--- config.mk ---
export PLATFORM = sky130hd
export DESIGN_NAME = alut_hash
export DESIGN_NICKNAME = d
export VERILOG_FILES = /design/src/rtl/alut_pkg.sv /design/src/rtl/alut_hash.sv
export SDC_FILE = /design/constraint.sdc
export NUM_CORES = 1
export LEC_CHECK = 0
export ABC_AREA = 0
export ABC_CLOCK_PERIOD_IN_PS = 1000
export CORE_MARGIN = 2
export CORE_UTILIZATION = 27
export DETAILED_ROUTE_END_ITERATION = 8
export GPL_TIMING_DRIVEN = 0
export PLACE_DENSITY = 0.83
export SYNTH_ARGS = -nofsm -noshare
export SYNTH_HDL_FRONTEND = slang
export SYNTH_SLANG_ARGS = --single-unit
export TNS_END_PERCENT = 30
--- constraint.sdc ---
create_clock -name vclk -period 1
set_input_delay 0.2 -clock vclk [all_inputs]
set_output_delay 0.2 -clock vclk [all_outputs]
set_load 0.01 [all_outputs]
--- src/rtl/alut_pkg.sv ---
// Shared definitions for the ALUT address checker: entry layout, broadcast MAC,
// FSM encodings and the index hash.
package alut_pkg;

    localparam int VALID_BIT = 82;
    localparam int TIME_MSB  = 81;
    localparam int TIME_LSB  = 50;
    localparam int PORT_MSB  = 49;
    localparam int PORT_LSB  = 48;
    localparam int MAC_MSB   = 47;

    localparam logic [47:0] BCAST_MAC = 48'hffff_ffff_ffff;

    typedef enum logic [2:0] {
        ST_IDLE    = 3'd0,
        ST_DST_RD  = 3'd1,
        ST_DST_CHK = 3'd2,
        ST_AGE_REQ = 3'd3,
        ST_DST_INV = 3'd4,
        ST_SRC_WR  = 3'd5,
        ST_RSP     = 3'd6
    } alut_state_e;

    // Byte-wise XOR fold of a MAC into a table index.
    function automatic logic [7:0] alut_hash_fn(input logic [47:0] a);
        return a[47:40] ^ a[39:32] ^ a[31:24] ^ a[23:16] ^ a[15:8] ^ a[7:0];
    endfunction

    function automatic logic [82:0] make_entry(input logic [31:0] t,
                                               input logic [1:0]  p,
                                               input logic [47:0] m);
        return {1'b1, t, p, m};
    endfunction

endpackage

--- src/rtl/alut_hash.sv ---
// Combinational 48-to-8 XOR fold used to index the ALUT.
module alut_hash
    import alut_pkg::*;
(
    input  logic [47:0] i_mac,
    output logic [7:0]  o_idx
);

    assign o_idx = alut_hash_fn(i_mac);

endmodule

==> results.txt <==
The transition time at the pin with the least slew margin is 0.161 ns. The category of the most critical setup path is input port to primary output. The run finished, with violations left.

The summed instance area of the synthesized netlist is around 450 sq um. The total number of nets in the final design came out at ~140. The min-delay analysis places its worst path in the category input port to primary output. In this run, the number of DRC markers left after iteration 0 of detailed routing was 0.

The post-synth net total is 80. The endpoint kind of the worst setup timing path is a primary output. The multi-input combinational cells in the finished layout cover a total of approximately 540 sq um. The worst setup path is launched from an input port.

The mean cell area of the mapped netlist came out at roughly 14 sq um. The worst hold path begins at i_mac[18]. The count of cell types in the netlist came out at 3. The remaining max-slew budget at the tightest pin is between 80 and 90%. The clock buffer count in the final layout came out at 0.

The via count of the first global-routing pass came to around 440. Yosys attributes the largest share of cell area to sky130_fd_sc_hd__xnor3_1 (40%), sky130_fd_sc_hd__xnor2_1 (31%), sky130_fd_sc_hd__xnor2_2 (29%). The final worst-path setup slack is -0.191 ns. Traced cell by cell, the critical path runs through buf_6 > xnor2_2 > xnor3_1 > buf_2. The slowest stage of the critical path is the sky130_fd_sc_hd__xnor3_1 cell. The largest fanout of any net on the critical path is 1. Entering global routing, the biggest net connects 2 pins.

In this run the biggest area consumer among cell types represents 40.0% of the synthesized area. The number of failing setup endpoints in the final timing report came out at 8. The cell count of the worst hold path is 4. The y dimension of the die came out at 44.8 um. The total number of vias came out at 430.

The dominant combinational cell family by area after synthesis is XOR/XNOR gates. Ranked by instance count, the synthesized netlist is headed by sky130_fd_sc_hd__xnor2_1 (16), sky130_fd_sc_hd__xnor2_2 (8), sky130_fd_sc_hd__xnor3_1 (8). The post-CTS setup-driven buffer insertion count is 0. Counting every instance in the synthesized netlist gives 32.

The full die area came out at around 2000 sq um. The starting density of the core is 29.2%. The fraction of final layout cells with drive strength greater than 1 is around three quarters. The final cell area excluding filler cells came out at ~960 sq um. After detailed routing, the number of remaining DRC violations is 0. The first global-routing pass estimated about 1800 um of wire. The count of buffers added on input and output ports is 56. The max-slew violation count is 0. The per-cell via count in the routed design is just over 4. The worst voltage drop across the vdd grid is 0.322 mV. The path with the worst hold slack has its endpoint at o_idx[2].

For this run, the share of the core covered by cells in the final layout is between 60% and 70%. The ratio of total power to cell area came out at a little under 700 nW/um^2. Global routing consumed, over all layers together, between 10% and 20% of the routing resources. The maximum clock rate came out at about 840 MHz. The share of the cycle needed by the critical path after routing is 119%. The number of antenna violations at the first check in global routing is 0. The hold violation count in the final report was 0. The mux share of post-synthesis cell area is 0%.

The standard cell area after detailed placement is about 1000 sq um. After filler insertion, the fill cell instance count of the layout stands at about 140. For the finished layout, the period the worst path requires is ~1.2 ns. The stage delay of the slowest cell on the critical path came out at 0.40 ns.

Setup repair after global routing could not meet its margin everywhere. The simple-gate share of the synthesized area is 0%. The first-pass iteration count of the detailed router is 1. The checks that failed: setup timing. Among all cell types in the netlist, the one instantiated most often is sky130_fd_sc_hd__xnor2_1. The number of nets with antenna violations after routing is 0.

The required time of the worst setup path came out at 0.80 ns. The routed design has 1210 um of wire. The static leakage came out at ~0.00054 uW.

For this run the aggregate overflow at the end of global routing stands at 0. The number of flip-flops and latches came out at 0. The total core area came out at between 1500 and 2000 sq um. The number of warnings printed during yosys synthesis is 0. Summing the areas of all fa, ha and maj instances in the mapped netlist gives 0% of the synthesized area. The per-cell routed wire length is about 12 um.

The synthesized design spends more area on one cell type than any other, namely sky130_fd_sc_hd__xnor3_1. The sequential cell area fraction in the yosys report is 0%. The number of maximum-capacitance constraint violations is 0. The number of top-level design ports is 56.

The total of hold buffers inserted after clock tree synthesis is 0. The post-synthesis to final-layout area growth came out at 113%. The worst endpoint data arrival time came out at ~0.99 ns. The routability-driven placement congestion ratio came out at around 0.63. The antenna diode count came out at 0. The initialized floorplan defines 14 standard-cell rows. Registers take 0 sq um. The x dimension of the die is about 45 um. Summing internal, switching and leakage power gives between 600 and 700 uW.

The fraction of the mapped netlist area in compound gates came out at 0%. Summing the areas of all xor and xnor instances in the mapped netlist gives 100% of the synthesized area.
cells by family (layout without fill, tap and decap cells):
kind of cell,Yosys count,after routing
xor gates and xnor gates,32,32
buffers and inverters,0,56
where the power goes:
part | switching, uW | internal, uW | total (uW)
clock | 0 | 0 | 0
sequential | 0 | 0 | 0
combinational | 219 | 427 | 646
total | 219 | 427 | 646
metrics by stage:
step	std cells	setup TNS, ns	hold slack (ns)	setup slack (ns)
floorplan	32	0	0.659	0.0286
global placement	104	-6.96	1.58	-0.882
detailed placement	104	-7.04	1.58	-0.899
CTS	104	-1.39	0.900	-0.189
global route	104	-1.63	0.843	-0.223
finish	104	-1.34	0.810	-0.191
cell usage in the layout (no fill, tap or decap), drive strengths merged:
| master | Yosys | final |
|---|---|---|
| clkdlybuf4s15 | 0 | 8 |
| xnor3 | 8 | 8 |
| clkbuf | 0 | 3 |
| buf | 0 | 43 |
| xnor2 | 24 | 24 |
| dlygate4sd2 | 0 | 2 |
critical path, delay by kind of cell:
family | cells | cell delay, ns
buffers and inverters | 2 | 0.25
xor gates and xnor gates | 2 | 0.55
how the worst max path moves through the flow:
stage / startpoint / to / depth (start not counted)
2_1_floorplan: i_mac[32] / o_idx[0] / 2
3_3_place_gp: i_mac[32] / o_idx[0] / 4
3_5_place_dp: i_mac[45] / o_idx[5] / 4
4_1_cts: i_mac[16] / o_idx[0] / 4
5_1_grt: i_mac[39] / o_idx[7] / 4
6_report: i_mac[39] / o_idx[7] / 4
area by class of cell:
type | instances | area share (%)
multi-input cells | 32 | 56.5
well taps | 16 | 2.09
repair buffers | 56 | 41.4
routing by layer:
layer	vias up	track usage (%)	share of wire, %
met4	0	0	0
met1	190	12.3	28
met2	24	24.9	61
met3	0	2.00	11
met5	-	0	0
li1	216	-	-
timing repair:
| item | 4_1_cts | 5_1_grt |
|---|---|---|
| setup endpoints to repair | 8 | 8 |
| pin swaps | 32 | 6 |
| resized for setup | 199 | 14 |
| endpoints found under the hold margin | 0 | 0 |
No activity file was read; power rests on OpenSTA's default activity.
